`src/rtl/sevenseg_hex_display.sv`:
```
// Snapshots a 16-bit word at a slow rate and scans it as 4 hex digits on a common-anode display.
// All outputs registered (one cycle behind counters/snapshot); no backpressure, free-running scan.
module sevenseg_hex_display #(
  parameter int          REFRESH_DIV  = 100000,
  parameter int          BLANK_CYCLES = 16,
  parameter int          UPDATE_DIV   = 50000000,
  parameter int          BLANK_LZ     = 1,
  parameter logic [3:0]  DP_MASK      = 4'b0000
) (
  input  logic        clk,
  input  logic        reset,
  input  logic [15:0] value,
  input  logic        hold,
  output logic [6:0]  seg,
  output logic        dp,
  output logic [3:0]  an,
  output logic        snap_strobe
);

  localparam int RW = (REFRESH_DIV > 2) ? $clog2(REFRESH_DIV) : 1;
  localparam int UW = (UPDATE_DIV > 2) ? $clog2(UPDATE_DIV) : 1;
  localparam logic [RW-1:0] REFRESH_LAST = RW'(REFRESH_DIV - 1);
  localparam logic [RW-1:0] BLANK_END    = RW'(BLANK_CYCLES);
  localparam logic [UW-1:0] UPDATE_LAST  = UW'(UPDATE_DIV - 1);

  typedef enum logic {PH_BLANK, PH_ON} phase_t;

  logic [RW-1:0] refresh_cnt;
  logic [UW-1:0] update_cnt;
  logic [1:0]    idx;
  logic [15:0]   snapshot;

  phase_t        phase;
  logic          refresh_wrap;
  logic          update_wrap;
  logic [3:0]    nibble;
  logic [15:0]   upper;
  logic          dark;

  function automatic logic [6:0] hex7(input logic [3:0] n);
    hex7 = 7'h7F;
    case (n)
      4'h0: hex7 = 7'b1000000;
      4'h1: hex7 = 7'b1111001;
      4'h2: hex7 = 7'b0100100;
      4'h3: hex7 = 7'b0110000;
      4'h4: hex7 = 7'b0011001;
      4'h5: hex7 = 7'b0010010;
      4'h6: hex7 = 7'b0000010;
      4'h7: hex7 = 7'b1111000;
      4'h8: hex7 = 7'b0000000;
      4'h9: hex7 = 7'b0010000;
      4'hA: hex7 = 7'b0001000;
      4'hB: hex7 = 7'b0000011;
      4'hC: hex7 = 7'b1000110;
      4'hD: hex7 = 7'b0100001;
      4'hE: hex7 = 7'b0000110;
      4'hF: hex7 = 7'b0001110;
    endcase
  endfunction

  always_comb begin
    phase        = (refresh_cnt < BLANK_END) ? PH_BLANK : PH_ON;
    refresh_wrap = (refresh_cnt == REFRESH_LAST);
    update_wrap  = (update_cnt == UPDATE_LAST);
    nibble       = snapshot[{idx, 2'b00} +: 4];
    // Digit 0 is never blanked so a zero value still shows a single '0'.
    upper        = snapshot >> {idx, 2'b00};
    dark         = (BLANK_LZ != 0) && (idx != 2'd0) && (upper == 16'h0000);
  end

  always_ff @(posedge clk) begin
    if (reset) begin
      refresh_cnt <= '0;
      update_cnt  <= '0;
      idx         <= 2'd0;
      snapshot    <= 16'h0000;
      an          <= 4'b1111;
      seg         <= 7'h7F;
      dp          <= 1'b1;
      snap_strobe <= 1'b0;
    end else begin
      refresh_cnt <= refresh_wrap ? '0 : refresh_cnt + 1'b1;
      if (refresh_wrap)
        idx <= idx + 2'd1;

      update_cnt  <= update_wrap ? '0 : update_cnt + 1'b1;
      snap_strobe <= 1'b0;
      if (update_wrap && !hold) begin
        snapshot    <= value;
        snap_strobe <= 1'b1;
      end

      if (phase == PH_ON && !dark) begin
        an  <= ~(4'b0001 << idx);
        seg <= hex7(nibble);
        dp  <= ~DP_MASK[idx];
      end else begin
        an  <= 4'b1111;
        seg <= 7'h7F;
        dp  <= 1'b1;
      end
    end
  end

endmodule
```
`config.mk`:
```
export PLATFORM = sky130hd
export DESIGN_NAME = sevenseg_hex_display
export DESIGN_NICKNAME = d
export VERILOG_FILES = /design/src/rtl/sevenseg_hex_display.sv
export SDC_FILE = /design/constraint.sdc
export NUM_CORES = 1
export LEC_CHECK = 0
export CAP_MARGIN = 15
export CORE_MARGIN = 3
export CORE_UTILIZATION = 40
export CTS_CLUSTER_SIZE = 10
export DETAILED_ROUTE_END_ITERATION = 8
export GPL_TIMING_DRIVEN = 0
export MAX_ROUTING_LAYER = met4
export PLACE_DENSITY = 0.6
export SLEW_MARGIN = 5
export SYNTH_ARGS = -nofsm -noshare
export SYNTH_HDL_FRONTEND = slang
export SYNTH_SLANG_ARGS = --single-unit
export TNS_END_PERCENT = 1
```
`constraint.sdc`:
```
create_clock -name clk -period 2.95 [get_ports clk]
set_clock_uncertainty 0.1 [all_clocks]
set_input_delay 0.7375 -clock clk [delete_from_list [all_inputs] [get_ports clk]]
set_output_delay 0.7375 -clock clk [all_outputs]
set_load 0.03 [all_outputs]
```
# After elaboration in Yosys (flattened, before gate mapping)
# Memory sizes are Yosys's and may differ from the RTL's. A register that Yosys moved wholly into a read port is not among the register bits.
# Cells that the tools add are included.
# op_classes
n_eq_ne,2
muxes,4
bitwise,3
addsub,3
order_cmp,2
shift,3
n_reduce_logical,10
# ops
cell,count
$add 26x1->26 const B,1
$eq 26x26->1 const B,1
$add 17x1->17 const B,1
$eq 17x17->1 const B,1
$lt 17x5->1 const B,1
$logic_not 16->1,1
$shiftx 16x5->4,1
$shr 16x4->16,1
$reduce_or 2->1,3
$not 4->4,1
$shl 1x2->4 const A,1
$logic_and 1x1->1,3
$lt 2x3->1 const B,1
$mux 1,3
$add 2x1->2 const B,1
$bmux 1 s2,1
$logic_not 1->1,2
$not 1->1,2
$reduce_bool 2->1,1
# totals
rom_bits,112
regBits,67
n_memories,1
out_inout_bits,13
# mem_list
name,depth,width,rd,rd_ports_with_merged_regs,wr,line,text
(no name shown),16,7,1,1,0,42,case (n)

# Longest topological paths before layout
# Gate-level depths: netlist (run 1).
# logic_depth
depth_word,7
mapped_depth,9
ltp_nobuf,7

# Worst setup path before layout (run 1)
# OpenSTA, ideal clock, no wires.
# synth_path
path_kind,register to register
startpoint,register idx[0]
endpoint,register seg[3]
setup_ns,0.079
path_stages_with_launch,10
arrival_time_ns,2.564
synth_period_minus_slack_ns,2.743
setup_slack_ns,0.207
path_cell_list,dfxtp_1 > buf_2 > mux4_2 > inv_1 > ha_1 > or4b_2 > a211oi_1 > a311oi_1 > clkbuf_1 > o211ai_1
# synth_between
elab_chain_len,7
elab_cells_between_ends,9
# synth_lines
element,line,text
start: declaration,30,logic [1:0] idx;
start signal: assignment,85,idx <= idx + 2'd1;
$shr 16x4->16,68,"upper = snapshot >> {idx, 2'b00};"
$logic_not 16->1,69,dark = (BLANK_LZ != 0) && (idx != 2'd0) && (upper == 16'h0000);
$logic_and 1x1->1,69,
$logic_not 1->1,94,if (phase == PH_ON && !dark) begin
$logic_and 1x1->1,94,
$not 1->1 (no line),-,
$reduce_or 2->1 (no line),-,
end: declaration,14,"output logic [6:0] seg,"
# Parallel ways exist; a longest one is shown, timed or not.
# A chain may end at the register's enable or synchronous reset.

# Worst setup path in the final report (run 1)
# Ends and elaborated chain as after synthesis.

==> results of run 1 <==
## metal layers
metal,track usage,wire (um),part of all wire,vias to the layer above
met4,0.0946,211,0.032,0
met5,-,0,0,-
met3,0.0281,323,0.049,20
met2,0.235,2990,0.45,63
li1,-,-,-,1342
met1,0.191,3070,0.47,1164
## power groups by stage
stage               Combinational (mW)  Clock (mW)  Sequential, mW
finish                          0.0575       0.676           0.998
global route                    0.0630       0.728           0.998
CTS                             0.0587       0.700           0.997
detailed placement              0.0584           0            1.02
global placement                0.0580           0            1.02
floorplan                       0.0265           0            1.02
## cells in the mapped netlist (2+ instances only)
master,count
sky130_fd_sc_hd__nand2_1,53
sky130_fd_sc_hd__o221ai_1,2
sky130_fd_sc_hd__or3_1,4
sky130_fd_sc_hd__and3_1,11
sky130_fd_sc_hd__and2_1,3
sky130_fd_sc_hd__a21oi_1,21
sky130_fd_sc_hd__dfxtp_1,73
sky130_fd_sc_hd__nand2b_1,2
sky130_fd_sc_hd__ha_1,11
sky130_fd_sc_hd__mux2_2,2
sky130_fd_sc_hd__o21ai_0,5
sky130_fd_sc_hd__nor2_1,45
sky130_fd_sc_hd__clkbuf_1,9
sky130_fd_sc_hd__nand4_1,9
sky130_fd_sc_hd__nor4b_1,2
sky130_fd_sc_hd__inv_1,9
sky130_fd_sc_hd__o211ai_1,4
sky130_fd_sc_hd__xnor2_1,18
sky130_fd_sc_hd__mux4_2,4
sky130_fd_sc_hd__buf_2,5
sky130_fd_sc_hd__xor2_1,19
sky130_fd_sc_hd__and4_1,6
sky130_fd_sc_hd__nand3_1,13
sky130_fd_sc_hd__mux2i_1,4
sky130_fd_sc_hd__buf_4,2
sky130_fd_sc_hd__nor3_1,5
sky130_fd_sc_hd__nor4_1,9
## worst paths after layout
path	from	to	slack, ns	cells after the start
worst min-delay path	update_cnt[0]	update_cnt[0]	0.35	1
worst min register to register	update_cnt[0]	update_cnt[0]	0.35	1
worst max-delay path	idx[0]	seg[3]	0.16	9
worst max register to register	idx[0]	seg[3]	0.16	9
## area by class of cell
type / count / area (sq um)
plain buffers: 17 / 96.3
clock buffers: 12 / 145
clock inverters: 3 / 17.5
fillers: 745 / 3920
inverters: 9 / 33.8
multi-input cells: 267 / 1690
flip-flops and latches: 73 / 1460
well taps: 102 / 128
repair buffers: 32 / 315
## worst max-delay path, delay by kind of cell (launching register included)
kind | cells | cell delay, ns
compound gates | 3 | 0.40
buf+inv | 3 | 0.48
fa+ha+maj | 1 | 0.22
flops | 1 | 0.36
simple gates | 1 | 0.61
mux | 1 | 0.55
## flip-flops by register name, summed over array words and instances (netlist names)
register / flops
idx: 2
an: 4
snapshot: 16
snap_strobe: 1
seg: 7
update_cnt: 26
refresh_cnt: 17
## metrics by stage
stage / cells / total power, mW / area (sq um) / setup slack, ns
2_1_floorplan: 366 / 1.05 / 3260 / 0.207
3_3_place_gp: 498 / 1.08 / 3690 / -0.215
3_5_place_dp: 498 / 1.08 / 3690 / -0.253
4_1_cts: 515 / 1.76 / 3880 / 0.00929
5_1_grt: 515 / 1.79 / 3890 / 0.0273
6_report: 515 / 1.73 / 3890 / 0.157
## logic make-up after synthesis
| logic type | after synthesis | synth area share |
|---|---|---|
| other | 1 | 0.00115 |
| XOR/XNOR | 37 | 0.0993 |
| multiplexers | 10 | 0.0468 |
| flip-flops | 73 | 0.448 |
| AND/OR/NAND/NOR | 172 | 0.263 |
| adder cells (fa/ha/maj) | 11 | 0.0422 |
| buffers and inverters | 26 | 0.0364 |
| AO/OA/AOI/OAI | 36 | 0.0637 |
## timing repair
action / 4_1_cts / 5_1_grt
pin swaps: 0 / 1
endpoints found under the setup margin: 10 / 10
resized for setup: 5 / 5
setup buffers: 2 / 0
==> run metrics, run 1 <==
run status=finished clean; DR iter-0 viols=122; Max-cap violations=0; horizontal extent of the die=96.3 um; final wirelength=6590 um; H-tree lvl count=3; highest-delay cell along the critical path=sky130_fd_sc_hd__or4b_2; Reg clk slew, reported paths=0.07 ns; fraction of registers with async set/reset=0; number of nets in the synthesized netlist=396; Sw Pwr=385 uW; total CTS buffers=9; number of enable-type register cells in the synthesized netlist=0; share of final-layout standard cells stronger than drive strength 1=0.0993; net switching fraction of the power=0.223; leading post-synthesis cells by cell area=sky130_fd_sc_hd__dfxtp_1 (45%), sky130_fd_sc_hd__nand2_1 (6.1%), sky130_fd_sc_hd__nor2_1 (5.2%); top cell type's share of synthesized area=0.448; portion of total power attributed to combinational logic=0.033; portion of total power attributed to the clock network=0.390; gate count after technology mapping=366; initial antenna violation count=0; type of the worst setup path=register to register; Global Route Usage Sum=0.155; number of buffer cells added on primary ports=30; first drt pass iteration count=4; highest cell delay on the worst timing path=0.61 ns; number of antenna diodes=0; unrepaired setup endpoints after global routing=false; area of the die=9280 sq um; source-to-sink clock delay at the later pin of the worst-skew pair=0.34 ns; timing-limited maximum frequency=358 MHz; via count=2589; first-pass GRT wire length=10800 um; crit path DAT=2.95 ns; post-synthesis sequential element count=73; Sequential Power Share=0.576; die extent in y=96.3 um; number of global-route vias before repair=2382; Power per Cell Area=445 nW/um^2; buffers from clock root to sink, at most=2; kind of start point of the critical path=register; crit end category=register; Placer Congestion=0.857; routed wirelength normalized by instance count=12.8 um; number of vias per cell after detailed routing=5.03; mapped cell area=3260 sq um; row count=32; number of hold buffers added after CTS=0; worst-case hold slack=0.350 ns; nets@finish=439; number of max-slew violations in the final report=0; Syn Area/Cell=8.92 sq um; placeable core region=7810 sq um; estimated wirelength of the detail-placed design=4640 um; classification of the worst-slack hold path=register to register; remaining routing DRC violations=0; final core area utilization=0.498; worst-path maximum fanout=10; count of pins on the block boundary=32; clock tree from TritonCTS=done; Synth area leader=sky130_fd_sc_hd__dfxtp_1; maximum number of pins on one net before global-route repair=12; Final setup violation count=0; count of unique library cells instantiated by Yosys=43; Total Neg Setup Slack=0 ns; Worst EP required=3.11 ns; portion of the post-synthesis area used by sequential elements=0.448; number of antenna-violating nets in the routed design=0; total congestion overflow after global routing=0; relative area change from synthesis to final layout=19.2%; Leak=1.37 nW; clock net sink count=73; cell breakdown of the critical path=buf_6 > mux4_2 > inv_1 > ha_2 > or4b_2 > a211oi_2 > a311oi_1 > buf_4 > o211ai_1; leading cell type in the layout, fill and taps excluded=sky130_fd_sc_hd__dfxtp_1; time the worst path needs with I/O delays and setup=2.79 ns; Internal Dissipation=1.35 mW; Starting Density=0.418; peak ir drop on the vdd network=232 uV; Most used DFF post-synth=sky130_fd_sc_hd__dfxtp_1; Yosys warning total=0; number of failing hold endpoints at the final stage=0; Root Driver=sky130_fd_sc_hd__clkbuf_8; leading cell types in the layout, fill and taps excluded=sky130_fd_sc_hd__dfxtp_1 (72), sky130_fd_sc_hd__nand2_1 (53), sky130_fd_sc_hd__nor2_1 (45); crit share post-route=0.947
Power figures use the tool's default switching activity.
==> inputs of run 2 (changes only) <==
--- a/config.mk
+++ b/config.mk
@@ -6,4 +6,5 @@
 export NUM_CORES = 1
 export LEC_CHECK = 0
+export ABC_AREA = 1
 export CAP_MARGIN = 15
 export CORE_MARGIN = 3
@@ -13,5 +14,5 @@
 export GPL_TIMING_DRIVEN = 0
 export MAX_ROUTING_LAYER = met4
-export PLACE_DENSITY = 0.6
+export PLACE_DENSITY = 0.59
 export SLEW_MARGIN = 5
 export SYNTH_ARGS = -nofsm -noshare
==> constraint.sdc (replaced) <==
create_clock -name clk -period 2.95 [get_ports clk]
set_clock_uncertainty 0.1 [all_clocks]
set_input_delay 0.295 -clock clk [delete_from_list [all_inputs] [get_ports clk]]
set_output_delay 0.295 -clock clk [all_outputs]
set_load 0.03 [all_outputs]
==> run 2 against run 1 <==
Net effect: wire length is 19% higher; critical endpoint is now an[2]; sequential share of layout area is 4.5 points lower; utilization is 0.17 points lower; clock power is 33% higher; worst setup slack better by 0.42 ns; register-to-register slack better by 0.42 ns; cell count is 40% higher; final area is 13% higher; maximum frequency is 18% higher; global-route usage is 1.4 points higher; non-clock buffer count is 8 lower.
==> run metrics, run 2 <==
post-synthesis sequential element count=73 (unchanged); clock net sink count=73 (unchanged); Starting Density=0.422 (+0.00367); number of enable-type register cells in the synthesized netlist=0 (unchanged); count of unique library cells instantiated by Yosys=31 (-28%); Resized cells post-CTS=0 (-5); nets@finish=640 (+46%); final wirelength=7830 um (+19%); leading cell types in the layout, fill and taps excluded=sky130_fd_sc_hd__nand2_1 (174), sky130_fd_sc_hd__nor2_1 (116), sky130_fd_sc_hd__dfxtp_1 (73); count leader, synth=sky130_fd_sc_hd__nand2_1; H-tree lvl count=3 (unchanged); Total Neg Setup Slack=0 ns (unchanged); Worst EP required=3.14 ns (+0.03 ns); first drt pass iteration count=4 (unchanged); buffers from clock root to sink, at most=2 (unchanged); Post-synth top cells=sky130_fd_sc_hd__nand2_1 (174), sky130_fd_sc_hd__nor2_1 (116), sky130_fd_sc_hd__dfxtp_1 (73); mapped cell area=3750 sq um (+15%); source-to-sink clock delay at the later pin of the worst-skew pair=0.35 ns (about the same); die extent in y=103 um (+6.7%); area of the die=10600 sq um (+14%); Regs by FF count=update_cnt x26, refresh_cnt x17, snapshot x16; maximum number of pins on one net before global-route repair=13 (+1); number of nets in the synthesized netlist=599 (+51%); type of the worst setup path=register to register; Power per Cell Area=443 nW/um^2 (-0.37%); kind of start point of the critical path=register; gate count after technology mapping=569 (+55%); run status=finished clean; clock tree from TritonCTS=done; timing-limited maximum frequency=422 MHz (+18%); remaining routing DRC violations=0 (unchanged); worst-path maximum fanout=10 (unchanged); via count=3372 (+30%); leading post-synthesis cells by cell area=sky130_fd_sc_hd__dfxtp_1 (39%), sky130_fd_sc_hd__nand2_1 (17%), sky130_fd_sc_hd__nor2_1 (12%); leading cell type in the layout, fill and taps excluded=sky130_fd_sc_hd__nand2_1; number of antenna-violating nets in the routed design=0 (unchanged); Leak=1.84 nW (+35%); total congestion overflow after global routing=0 (unchanged); Most used DFF post-synth=sky130_fd_sc_hd__dfxtp_1; Syn Area/Cell=6.59 sq um (-26%); setup bufs post-CTS=0 (-2); number of antenna diodes=0 (unchanged); classification of the worst-slack hold path=register to register; Yosys warning total=0 (unchanged); total power draw=1.96 mW (+13%); time the worst path needs with I/O delays and setup=2.37 ns (-0.421 ns); number of hold buffers added after CTS=0 (unchanged); Global Route Usage Sum=0.169 (+0.0136); Synth area leader=sky130_fd_sc_hd__dfxtp_1; number of global-route vias before repair=3071 (+29%); flip-flop count of the largest register after layout=26 (unchanged); fraction of registers with async set/reset=0 (unchanged); worst-case hold slack=0.353 ns (+0.00313 ns); row count=34 (+6.3%); peak ir drop on the vdd network=251 uV (+8.2%); crit end category=register; Placer Congestion=0.853 (-0.50%); unrepaired setup endpoints after global routing=false; initial antenna violation count=0 (unchanged); setup slack after layout=0.578 ns (+0.421 ns); number of failing hold endpoints at the final stage=0 (unchanged); estimated wirelength of the detail-placed design=5870 um (+26%); Worst Setup Slack post-DPL=0.615 ns (+0.868 ns); Max-cap violations=0 (unchanged); top cell type's share of synthesized area=0.390 (-0.0580); register name with the most flops=update_cnt; share of final-layout standard cells stronger than drive strength 1=0.0748 (-0.0245); Multi-input gate area=1990 sq um (+18%); register area=1460 sq um (about the same); horizontal extent of the die=103 um (+6.7%); relative area change from synthesis to final layout=17.7%; total CTS buffers=9 (unchanged); fillcell total=897 (+20%); Root Driver=sky130_fd_sc_hd__clkbuf_8; first-pass GRT wire length=13700 um (+27%); number of max-slew violations in the final report=0 (unchanged); crit share post-route=0.804 (-0.143); Reg clk slew, reported paths=0.08 ns (about the same); crit path DAT=2.57 ns (-0.38 ns); Final setup violation count=0 (unchanged); number of buffer cells added on primary ports=30 (unchanged); number of vias per cell after detailed routing=4.66 (-7.2%); routed wirelength normalized by instance count=10.8 um (-15%); count of pins on the block boundary=32 (unchanged); DR iter-0 viols=123 (+0.82%); portion of the post-synthesis area used by sequential elements=0.390 (-0.0580); placeable core region=8890 sq um (+14%)
## run 2: cell count changes after synthesis, moves of 10 or more
cell / previous run / this run
sky130_fd_sc_hd__nand2_1: 53 / 174
sky130_fd_sc_hd__nor2_1: 45 / 116
sky130_fd_sc_hd__inv_1: 9 / 56
sky130_fd_sc_hd__nand3_1: 13 / 33
sky130_fd_sc_hd__xnor2_1: 18 / 4
sky130_fd_sc_hd__and3_1: 11 / 1
## run 2: final timing paths
kind / slack, ns / endpoint / cells after the start / from
worst max-delay path: 0.58 / an[2] / 10 / idx[1]
worst min-delay path: 0.35 / refresh_cnt[0] / 1 / refresh_cnt[0]
worst max register to register: 0.58 / an[2] / 10 / idx[1]
worst min register to register: 0.35 / refresh_cnt[0] / 1 / refresh_cnt[0]
## run 2: power breakdown
| group | total, mW | leakage (nW) | internal [mW] | switching, mW |
|---|---|---|---|---|
| Sequential | 0.996 | 0.589 | 0.991 | 0.00511 |
| Combinational | 0.0589 | 1.14 | 0.0314 | 0.0275 |
| Clock | 0.902 | 0.115 | 0.520 | 0.382 |
## run 2: cell type report
class | instances | share of cell area
Timing Repair Buffer | 30 | 0.0680
Sequential cell | 73 | 0.331
Clock buffer | 11 | 0.0343
Multi-Input combinational cell | 425 | 0.450
Clock inverter | 5 | 0.0176
Buffer | 11 | 0.0170
Tap cell | 108 | 0.0306
Inverter | 60 | 0.0510
## run 2: stage by stage
stage                util  cell area [sq um]  instances
finish              0.496               4410        723
global route        0.496               4410        723
CTS                 0.496               4410        723
detailed placement  0.471               4180        707
global placement    0.471               4180        707
floorplan               -               3750        569
## run 2: logic make-up after synthesis
| kind of cell | share of synthesized area |
|---|---|
| xor+xnor | 0.0327 |
| buf+inv | 0.0801 |
| fa+ha+maj | 0.0367 |
| compound gates | 0.0481 |
| simple gates | 0.412 |
| flops | 0.390 |
| other cells | 0.00100 |
## run 2: critical path: stages, from the launching register on
cell,delay [ns]
sky130_fd_sc_hd__dfxtp_1,0.44
sky130_fd_sc_hd__clkinv_1,0.30
sky130_fd_sc_hd__o21ai_1,0.49
sky130_fd_sc_hd__ha_1,0.26
sky130_fd_sc_hd__inv_1,0.07
sky130_fd_sc_hd__nor2_1,0.10
sky130_fd_sc_hd__nand4_1,0.10
sky130_fd_sc_hd__nor2_1,0.11
sky130_fd_sc_hd__a21oi_1,0.09
sky130_fd_sc_hd__buf_2,0.18
sky130_fd_sc_hd__nand2_1,0.07
## run 2: metal layers
metal	global-route usage	vias to the layer above	share of wire
met5	-	-	0
met3	0.0487	9	0.029
li1	-	1846	-
met1	0.229	1483	0.53
met2	0.244	34	0.43
met4	0.0508	0	0.014
==> inputs of run 3 (changes only) <==
Settings changed: PLACE_DENSITY 0.59 to 0.57.
Clock period 2.95 ns to 2.3 ns, I/O delays scaled along.
==> run 3 against run 2 <==
Net effect: final area hardly changed; die area stayed put; sequential power is 29% higher; first-iteration DRC count is 23% higher; worst setup slack worse by 0.37 ns; critical path type unchanged; largest cell class unchanged.
==> run metrics, run 3 (synthesized netlist as in run 2, its figures left out) <==
time the worst path needs with I/O delays and setup=2.09 ns (-0.278 ns); die extent in y=103 um (unchanged); area of the die=10600 sq um (unchanged); highest-delay cell along the critical path=sky130_fd_sc_hd__dfxtp_4; kind of start point of the critical path=register; remaining routing DRC violations=0 (unchanged); DP Area=4180 sq um (unchanged); Power per Cell Area=510 nW/um^2 (+15%); final wirelength=8170 um (+4.3%); classification of the worst-slack hold path=register to register; row count=34 (unchanged); first drt pass iteration count=4 (unchanged); finished layout cell area=4410 sq um (about the same); worst-case hold slack=0.350 ns (-0.00340 ns); clock tree from TritonCTS=done; number of antenna-violating nets in the routed design=0 (unchanged); routed wirelength normalized by instance count=11.2 um (+3.8%); number of max-slew violations in the final report=0 (unchanged); number of failing hold endpoints at the final stage=0 (unchanged); crit end category=register; leading cell types in the layout, fill and taps excluded=sky130_fd_sc_hd__nand2_1 (173), sky130_fd_sc_hd__nor2_1 (116), sky130_fd_sc_hd__dfxtp_1 (71); Worst EP required=2.43 ns (-0.71 ns); nets@finish=643 (+0.47%); number of vias per cell after detailed routing=4.70 (+0.77%); total congestion overflow after global routing=0 (unchanged); Placer Congestion=0.830 (-2.7%); crit path DAT=2.22 ns (-0.35 ns); source-to-sink clock delay at the later pin of the worst-skew pair=0.34 ns (about the same); placeable core region=8890 sq um (unchanged); worst-path maximum fanout=10 (unchanged); peak ir drop on the vdd network=335 uV (+33%); number of global-route vias before repair=3136 (+2.1%); initial antenna violation count=0 (unchanged); via count=3412 (+1.2%); relative area change from synthesis to final layout=17.6% (about the same); estimated wirelength of the detail-placed design=6170 um (+5.3%); total CTS buffers=9 (unchanged); horizontal extent of the die=103 um (unchanged); Max-cap violations=0 (unchanged); number of buffer cells added on primary ports=30 (unchanged); Final setup violation count=0 (unchanged); clock net sink count=73 (unchanged); share of final-layout standard cells stronger than drive strength 1=0.0858 (+0.0110); number of hold buffers added after CTS=0 (unchanged); DR iter-0 viols=151 (+23%); count of pins on the block boundary=32 (unchanged); register name with the most flops=update_cnt; leading cell type in the layout, fill and taps excluded=sky130_fd_sc_hd__nand2_1; Leak=1.83 nW (-0.44%); Most common cell on crit path=sky130_fd_sc_hd__nand2_1; fillcell total=923 (+2.9%); run status=finished clean; number of antenna diodes=0 (unchanged); flip-flop count of the largest register after layout=26 (unchanged); crit share post-route=0.911 (+0.106); timing-limited maximum frequency=478 MHz (+13%); cell breakdown of the critical path=buf_4 > nand2_1 > nand2_1 > nand2_1 > nand2_2 > inv_1 > ha_1 > inv_1 > nor2_1 > nand4_1 > nor2_1 > a21oi_2 > buf_4 > nand2_1; first-pass GRT wire length=14200 um (+3.1%); H-tree lvl count=3 (unchanged); Reg clk slew, reported paths=0.07 ns (about the same); final core area utilization=0.496 (about the same); type of the worst setup path=register to register; Root Driver=sky130_fd_sc_hd__clkbuf_8; buffers from clock root to sink, at most=2 (unchanged); highest cell delay on the worst timing path=0.39 ns (-0.10 ns); Regs by FF count=update_cnt x26, refresh_cnt x17, snapshot x16; Starting Density=0.422 (unchanged); Global Route Usage Sum=0.173 (+0.00420); maximum number of pins on one net before global-route repair=12 (-1)
## run 3: final cells by class
type,instances,area [sq um],share of cell area
clock buffer,13,159,0.0360
tap,108,135,0.0306
inverter,60,229,0.0519
timing repair buffer,33,323,0.0732
buffer,11,77.6,0.0176
multi-input combinational,425,2000,0.455
clock inverter,3,15.0,0.00341
sequential,73,1470,0.333
## run 3: routing by layer
| metal | wire, um | up-vias | track usage | part of all wire |
|---|---|---|---|---|
| met4 | 36 | 0 | 0.0418 | 0.0044 |
| li1 | - | 1849 | - | - |
| met5 | 0 | - | - | 0 |
| met2 | 3520 | 48 | 0.251 | 0.43 |
| met3 | 281 | 2 | 0.0453 | 0.034 |
| met1 | 4330 | 1513 | 0.241 | 0.53 |
## run 3: path summary, 6_finish.rpt
check | slack, ns | depth (start not counted) | to | from
worst min register to register | 0.35 | 1 | refresh_cnt[0] | refresh_cnt[0]
worst max-delay path | 0.21 | 14 | seg[3] | idx[0]
worst min-delay path | 0.35 | 1 | refresh_cnt[0] | refresh_cnt[0]
worst max register to register | 0.21 | 14 | seg[3] | idx[0]
## run 3: critical path, delay by kind of cell (launching register included)
kind            cells  cell delay, ns
simple gates        8            0.58
buf+inv             4            0.53
flops               1            0.39
fa+ha+maj           1            0.22
compound gates      1            0.16
## run 3: per-stage QoR
stage / instances / setup slack [ns] / power [mW] / setup TNS, ns
after floorplan: 569 / 0.320 / 1.34 / 0
after global placement: 707 / -0.0298 / 1.38 / -0.276
after detailed placement: 707 / -0.0671 / 1.38 / -0.484
after CTS: 723 / 0.0138 / 2.30 / 0
after global routing: 726 / -0.0159 / 2.36 / -0.0702
final: 726 / 0.206 / 2.25 / 0
## run 3: power by group
part	switching, mW	internal, mW
Clock	0.451	0.447
Sequential	0.00681	1.27
Combinational	0.0355	0.0402
Total	0.493	1.76
## run 3: timing repair
item	CTS	global route
setup endpoints to repair	10	11
buffers inserted	0	3
gates cloned	0	0
gates resized for setup	2	8
